===== src/rtl/mem_wb_stage.sv =====
// mem_wb_stage: MEM/WB pipeline stage.
//   Takes EX/MEM results, performs big-endian word/half/byte loads and stores
//   over a single-outstanding req/ack data-memory bus, and drives the
//   register-file write-back port. The pipeline is stalled while an access
//   is in flight.
//
// Ports:
//   clk_i, n_rst_i            clock, asynchronous active-low reset
//   EXMEM_*_i                 instruction from EX/MEM (held stable while stall_o=1)
//   dmem_req_o/we_o/addr_o/be_o/wdata_o, dmem_rdata_i/ack_i   data-memory bus
//   stall_o                   hold EX/MEM and earlier stages
//   WB_reg_write_address_o/WB_reg_write_data_o/WB_ctrl_reg_write_o
//                             registered register-file write port
//   misalign_o                sticky: a misaligned access was suppressed
//   bus_err_o                 sticky: a bus access timed out
//
// Optional feature: define DMEM_TIMEOUT_EN to abort an access after
// DMEM_TIMEOUT busy cycles without ack. Without it the stage waits forever
// and bus_err_o is tied low.

module mem_wb_stage #(
  parameter int unsigned DMEM_TIMEOUT = 16
) (
  input  logic        clk_i,
  input  logic        n_rst_i,
  input  logic        EXMEM_valid_i,
  input  logic [31:0] EXMEM_alu_result_i,
  input  logic [31:0] EXMEM_b_i,
  input  logic [4:0]  EXMEM_dst_i,
  input  logic [1:0]  EXMEM_ctrl_mem_read_i,
  input  logic [1:0]  EXMEM_ctrl_mem_write_i,
  input  logic        EXMEM_ctrl_reg_write_i,
  input  logic        EXMEM_ctrl_mem_to_reg_i,
  output logic        dmem_req_o,
  output logic        dmem_we_o,
  output logic [31:0] dmem_addr_o,
  output logic [3:0]  dmem_be_o,
  output logic [31:0] dmem_wdata_o,
  input  logic [31:0] dmem_rdata_i,
  input  logic        dmem_ack_i,
  output logic        stall_o,
  output logic [4:0]  WB_reg_write_address_o,
  output logic [31:0] WB_reg_write_data_o,
  output logic        WB_ctrl_reg_write_o,
  output logic        misalign_o,
  output logic        bus_err_o
);

  typedef enum logic {S_IDLE, S_BUSY} state_e;
  typedef enum logic [1:0] {
    SZ_NONE = 2'd0,
    SZ_WORD = 2'd1,
    SZ_HALF = 2'd2,
    SZ_BYTE = 2'd3
  } size_e;

  if (DMEM_TIMEOUT < 1) begin : g_bad_timeout
    $error("DMEM_TIMEOUT must be at least 1");
  end

  state_e      state_q, state_d;

  logic        req_q, we_q;
  logic [31:0] addr_q, wdata_q;
  logic [3:0]  be_q;
  logic [4:0]  wb_addr_q;
  logic [31:0] wb_data_q;
  logic        wb_we_q;
  logic        misalign_q;

  logic        is_store, mem_op, misaligned;
  size_e       size;
  logic [3:0]  be_d;
  logic [31:0] wdata_d;
  logic [31:0] load_data;
  logic        start, done, retire, suppress, timeout;

  // ---------------------------------------------------------------------------
  // Access decode: a nonzero mem_write overrides mem_read.
  // ---------------------------------------------------------------------------
  always_comb begin
    is_store   = (EXMEM_ctrl_mem_write_i != 2'd0);
    size       = is_store ? size_e'(EXMEM_ctrl_mem_write_i)
                          : size_e'(EXMEM_ctrl_mem_read_i);
    mem_op     = EXMEM_valid_i && (size != SZ_NONE);
    misaligned = mem_op && (((size == SZ_WORD) && (EXMEM_alu_result_i[1:0] != 2'b00)) ||
                            ((size == SZ_HALF) && EXMEM_alu_result_i[0]));
  end

  // Big-endian lanes: byte offset 0 lives in bits [31:24].
  always_comb begin
    be_d    = '0;
    wdata_d = '0;
    unique case (size)
      SZ_WORD: begin
        be_d    = 4'b1111;
        wdata_d = EXMEM_b_i;
      end
      SZ_HALF: begin
        be_d    = EXMEM_alu_result_i[1] ? 4'b0011 : 4'b1100;
        wdata_d = {2{EXMEM_b_i[15:0]}};
      end
      SZ_BYTE: begin
        be_d    = 4'b1000 >> EXMEM_alu_result_i[1:0];
        wdata_d = {4{EXMEM_b_i[7:0]}};
      end
      default: ;
    endcase
  end

  // Load extraction uses the live EX/MEM fields: they are held for the whole
  // access, including the ack cycle.
  always_comb begin
    load_data = dmem_rdata_i;
    unique case (size)
      SZ_HALF: begin
        if (EXMEM_alu_result_i[1])
          load_data = {{16{dmem_rdata_i[15]}}, dmem_rdata_i[15:0]};
        else
          load_data = {{16{dmem_rdata_i[31]}}, dmem_rdata_i[31:16]};
      end
      SZ_BYTE: begin
        unique case (EXMEM_alu_result_i[1:0])
          2'd0: load_data = {{24{dmem_rdata_i[31]}}, dmem_rdata_i[31:24]};
          2'd1: load_data = {{24{dmem_rdata_i[23]}}, dmem_rdata_i[23:16]};
          2'd2: load_data = {{24{dmem_rdata_i[15]}}, dmem_rdata_i[15:8]};
          default: load_data = {{24{dmem_rdata_i[7]}}, dmem_rdata_i[7:0]};
        endcase
      end
      default: ;
    endcase
  end

  // ---------------------------------------------------------------------------
  // Optional bus timeout. The counter holds the number of ack-less BUSY cycles
  // already completed; the cycle that would make it reach DMEM_TIMEOUT aborts.
  // ---------------------------------------------------------------------------
`ifdef DMEM_TIMEOUT_EN
  localparam int unsigned CW = $clog2(DMEM_TIMEOUT + 1);
  localparam logic [CW-1:0] TO_LAST = CW'(DMEM_TIMEOUT - 1);

  logic [CW-1:0] wait_cnt_q;
  logic          bus_err_q;

  assign timeout = (state_q == S_BUSY) && !dmem_ack_i && (wait_cnt_q == TO_LAST);

  always_ff @(posedge clk_i or negedge n_rst_i) begin
    if (!n_rst_i) begin
      wait_cnt_q <= '0;
      bus_err_q  <= 1'b0;
    end else begin
      if ((state_q == S_BUSY) && !dmem_ack_i && !timeout)
        wait_cnt_q <= wait_cnt_q + CW'(1);
      else
        wait_cnt_q <= '0;
      if (timeout)
        bus_err_q <= 1'b1;
    end
  end

  assign bus_err_o = bus_err_q;
`else
  assign timeout   = 1'b0;
  assign bus_err_o = 1'b0;
`endif

  // ---------------------------------------------------------------------------
  // FSM next state, stall and retirement.
  // ---------------------------------------------------------------------------
  always_comb begin
    state_d  = state_q;
    start    = 1'b0;
    done     = 1'b0;
    retire   = 1'b0;
    suppress = 1'b0;
    stall_o  = 1'b0;
    unique case (state_q)
      S_IDLE: begin
        start    = mem_op && !misaligned;
        retire   = EXMEM_valid_i && !start;
        suppress = misaligned;
        stall_o  = start;
        if (start)
          state_d = S_BUSY;
      end
      S_BUSY: begin
        // ack wins over a coincident timeout
        done     = dmem_ack_i || timeout;
        retire   = done;
        suppress = !dmem_ack_i;
        stall_o  = !done;
        if (done)
          state_d = S_IDLE;
      end
      default: state_d = S_IDLE;
    endcase
    // The pipeline is being reset anyway; keep every output low meanwhile.
    if (!n_rst_i)
      stall_o = 1'b0;
  end

  always_ff @(posedge clk_i or negedge n_rst_i) begin
    if (!n_rst_i) begin
      state_q    <= S_IDLE;
      req_q      <= 1'b0;
      we_q       <= 1'b0;
      addr_q     <= '0;
      be_q       <= '0;
      wdata_q    <= '0;
      wb_addr_q  <= '0;
      wb_data_q  <= '0;
      wb_we_q    <= 1'b0;
      misalign_q <= 1'b0;
    end else begin
      state_q <= state_d;
      if (start) begin
        req_q   <= 1'b1;
        we_q    <= is_store;
        addr_q  <= {EXMEM_alu_result_i[31:2], 2'b00};
        be_q    <= be_d;
        wdata_q <= wdata_d;
      end else if (done) begin
        req_q <= 1'b0;
      end
      wb_we_q <= retire && !suppress && EXMEM_ctrl_reg_write_i && (EXMEM_dst_i != '0);
      if (retire) begin
        wb_addr_q <= EXMEM_dst_i;
        wb_data_q <= EXMEM_ctrl_mem_to_reg_i ? load_data : EXMEM_alu_result_i;
      end
      if ((state_q == S_IDLE) && misaligned)
        misalign_q <= 1'b1;
    end
  end

  assign dmem_req_o             = req_q;
  assign dmem_we_o              = we_q;
  assign dmem_addr_o            = addr_q;
  assign dmem_be_o              = be_q;
  assign dmem_wdata_o           = wdata_q;
  assign WB_reg_write_address_o = wb_addr_q;
  assign WB_reg_write_data_o    = wb_data_q;
  assign WB_ctrl_reg_write_o    = wb_we_q;
  assign misalign_o             = misalign_q;

endmodule


===== config.mk =====
export PLATFORM = sky130hd
export DESIGN_NAME = mem_wb_stage
export DESIGN_NICKNAME = d
export VERILOG_FILES = /design/src/rtl/mem_wb_stage.sv
export SDC_FILE = /design/constraint.sdc
export NUM_CORES = 1
export LEC_CHECK = 0
export ABC_AREA = 1
export ABC_CLOCK_PERIOD_IN_PS = 3300
export CAP_MARGIN = 30
export CORE_MARGIN = 2
export CORE_UTILIZATION = 48
export DETAILED_ROUTE_END_ITERATION = 16
export PLACE_DENSITY = 0.87
export SLEW_MARGIN = 10
export SYNTH_ARGS = -nofsm -noshare
export SYNTH_HDL_FRONTEND = slang
export SYNTH_SLANG_ARGS = --single-unit

===== constraint.sdc =====
create_clock -name clk_i -period 3.3 [get_ports clk_i]
set_input_delay 0.66 -clock clk_i [delete_from_list [all_inputs] [get_ports clk_i]]
set_output_delay 0.66 -clock clk_i [all_outputs]
set_load 0.01 [all_outputs]

==> out/metrics.json <==
{
  "sta": {
    "postLayoutSetupSlackWorst_ns": 0.516,
    "unrepaired_setup_endpoints_after_global_routing": "no",
    "maximum_clock_rate_ghz": 0.359,
    "post-route-period-util_pct": 84.4,
    "tightestPinTransition_ns": 0.791,
    "final.setup.tns_ns": 0,
    "finalHoldViolations": 0,
    "worst_slew_margin_rel_pct": 47.3,
    "fin_crit_ns": 2.78,
    "fin_skew_ns": 0.00913,
    "report.final.slew_viol_count": 0,
    "setup_viol_count_final": 0
  },
  "power_and_ir_drop": {
    "clkPwrFrac_pct": 23.0,
    "internal_power_mw": 3.38,
    "post-layout-total-power_mw": 5.04,
    "switching_share_pct": 32.9,
    "static-leakage-power_nw": 4.00,
    "highest_ir_drop_seen_on_vdd_uv": 338,
    "switch_pwr_mw": 1.66,
    "power.share.sequential_pct": 38.5,
    "power.density_nw_per_um2": 609,
    "combPwrFrac_pct": 38.5
  },
  "synth": {
    "post_synth_num_cell_types": 31,
    "ys.warnings.count": 0,
    "synth_top_area_share_pct": 47.7,
    "synth_most_common_cell": "sky130_fd_sc_hd__nand2_1",
    "synth_largest_area_cell": "sky130_fd_sc_hd__dfrtp_1",
    "synth-edff-count": 0,
    "synth.yosys.seq_area_share_pct": 47.7,
    "synth-main-ff-cell": "sky130_fd_sc_hd__dfrtp_1",
    "share_of_synthesized_registers_carrying_an_async_set_or_reset_pct": 100,
    "post_synth_inst_count": 758,
    "syn-mean-instance-area_um2": 7.48,
    "synth.cell_area_um2": 5670,
    "netlist_top_cells_count": "325 x sky130_fd_sc_hd__nand2_1, 108 x sky130_fd_sc_hd__dfrtp_1, 101 x sky130_fd_sc_hd__nand3_1, 35 x sky130_fd_sc_hd__inv_1, 33 x sky130_fd_sc_hd__nand4_1",
    "post_synthesis_sequential_element_count": 108,
    "synth_top_cells_by_area": "sky130_fd_sc_hd__dfrtp_1 48%, sky130_fd_sc_hd__nand2_1 22%, sky130_fd_sc_hd__nand3_1 8.9%, sky130_fd_sc_hd__nand4_1 3.6%, sky130_fd_sc_hd__o21ai_1 2.7%"
  },
  "critical_path": {
    "worst-endpoint-arrival_ns": 2.12,
    "worstSetupStartpointType": "primary input",
    "timing.critical_path.required_ns": 2.64,
    "critical_path.cell_chain": "clkdlybuf4s50_1, inv_2, a21oi_4, nor2_4, nand2_2, nand4_4, a21boi_0, dlymetal6s2s_1",
    "timing.critical_path.slowest_cell_delay_ns": 0.55,
    "critical_path.endpoint_type": "output pin",
    "cpLargestDelayFamily": "buffers and inverters",
    "r2r_path_start": "state_q",
    "regToRegEndpoint": "dmem_addr_o[5]",
    "cp_slowest_cell": "sky130_fd_sc_hd__clkdlybuf4s50_1",
    "critical_path.n_buffers_inverters": 3,
    "crit_fanout": 3,
    "timing.setup.critical_path_class": "primary input to output pin",
    "reg2reg_depth": 8,
    "r2r_setup_slack_ns": 1.40
  },
  "cells_and_area": {
    "post_route_cells_drive_above_1_share_pct": 5.91,
    "design.final.nets": 1071,
    "sequential_cell_area_um2": 2700,
    "final_cell_area_um2": 8280,
    "post-route-util_pct": 72.2,
    "area_of_the_multi_input_gates_um2": 2530,
    "antenna_cells_inserted": 0,
    "num-fill-cells": 932,
    "growth_of_design_area_from_synthesis_to_finish_pct": 46.0
  },
  "drt": {
    "route.vias.total": 6024,
    "drt-pass1-iter-count": 5,
    "routed_wire_length_um": 18300,
    "avgRoutedWirePerCell_um": 16.5,
    "initialDrtViolationCount": 609,
    "avgViaCountPerCell": 5.44,
    "drc": 0,
    "detail-route-antenna-nets": 0
  },
  "floorplanning": {
    "initial_core_utilization_pct": 49.4,
    "die-area_um2": 12700,
    "die_width_um": 113,
    "dieHeight_um": 113,
    "num_rows": 39,
    "top_level_ports": 222,
    "floorplan.core_area_um2": 11500
  },
  "global_routing": {
    "grt_first_pass_wirelength_um": 29200,
    "grt_antenna_before_repair": 0,
    "grt_overflow_total": 0,
    "number_of_global_route_vias_before_repair": 5746,
    "maximum_number_of_pins_on_one_net_before_global_route_repair": 115,
    "grtUsageTotal_pct": 28.6
  },
  "clock_tree": {
    "ctsResizeCount": 0,
    "ctsLongestPathBuffers": 2,
    "cts.root.buffer_cell": "sky130_fd_sc_hd__clkbuf_16",
    "clk_transition_reported_paths_ns": 0.08,
    "insertion_delay_ns": 0.35,
    "clock_sinks": 108,
    "postCtsHoldBufs": 0,
    "htreeDepth": 3,
    "clock_buffers_created_by_tritoncts": 9,
    "tritoncts": "done",
    "post-cts-setup-buffers": 0
  },
  "placed_design": {
    "dpl-instance-area_um2": 7920,
    "dp_hpwl_um": 13000,
    "buffer_ports.inserted": 218,
    "dpl_worst_slack_ns": 0.106,
    "gp_congestion": 0.912
  },
  "min_path": {
    "hold_path.class": "primary input to asynchronous set/reset pin"
  },
  "run_status": {
    "run_status": "complete, no violations"
  },
  "flow_run": {
    "maxCapViolations": 0
  }
}
==> power groups by stage <==
stage	combinational, mW	sequential (mW)	clock (mW)
after detailed placement	1.94	1.96	0
after global routing	2.11	1.99	1.21
after global placement	1.89	1.95	0
after floorplan	0.622	2.12	0
after CTS	1.95	1.94	1.17
final	1.94	1.94	1.16
==> layout make-up <==
| class | instances | area share, % |
|---|---|---|
| Clock buffer | 10 | 2.89 |
| Clock inverter | 6 | 0.953 |
| Inverter | 39 | 1.77 |
| Multi-Input combinational cell | 560 | 30.5 |
| Sequential cell | 108 | 32.7 |
| Tap cell | 143 | 2.16 |
| Timing Repair Buffer | 242 | 29.0 |
==> sequential cells by signal, indices dropped and copies added, names as in the netlist <==
name,count
WB_ctrl_reg_write_o,1
dmem_wdata_o,32
WB_reg_write_address_o,5
state_q,1
misalign_o,1
dmem_addr_o,30
dmem_we_o,1
WB_reg_write_data_o,32
dmem_be_o,4
dmem_req_o,1
==> logic make-up after synthesis <==
group                  synth area share [%]
other                                0.0662
AOI/OAI and AO/OA                      7.81
DFF                                    47.7
buffers and inverters                  7.86
and+or+nand+nor                        36.6
==> metal layers <==
| metal | up-vias | wire [um] | track usage, % |
|---|---|---|---|
| met5 | - | 0 | 0 |
| met4 | 0 | 734 | 12.5 |
| met3 | 54 | 1730 | 6.64 |
| met2 | 322 | 8530 | 45.1 |
| met1 | 2777 | 7300 | 37.9 |
| li1 | 2871 | - | - |
==> worst reg2reg max path: cells and delay by family (launching register included) <==
kind	cells	cell delay, ns
simple gates	4	0.58
buf+inv	4	0.86
flops	1	0.40
==> per-stage QoR <==
step,cells,hold slack [ns]
3_3_place_gp,1089,0.446
2_1_floorplan,760,0.364
5_1_grt,1108,0.479
3_5_place_dp,1090,0.464
6_report,1108,0.421
4_1_cts,1106,0.441
==> layout by cell type (no fill, tap or decap), drive strengths merged, types with 4 or more instances in the layout <==
master,n
clkdlybuf4s50,216
clkbuf,10
nor2,12
clkinv,4
a21oi,19
buf,25
nand3,102
a22o,8
dfrtp,108
nand2,331
o21ai,47
inv,40
nand4,34
==> worst max-delay path by stage <==
stage                     depth (start not counted)                       from  slack [ns]               to
final                                             8  EXMEM_ctrl_mem_write_i[0]        0.52          stall_o
after floorplan                                   7      EXMEM_alu_result_i[0]        0.78          stall_o
after global placement                            8  EXMEM_ctrl_mem_write_i[0]        0.17          stall_o
after detailed placement                         10  EXMEM_ctrl_mem_write_i[0]        0.11  dmem_wdata_o[7]
after CTS                                         8  EXMEM_ctrl_mem_write_i[0]        0.13          stall_o
after global routing                              8  EXMEM_ctrl_mem_write_i[0]        0.36          stall_o
Note: power is estimated with default switching activity, not from simulation.
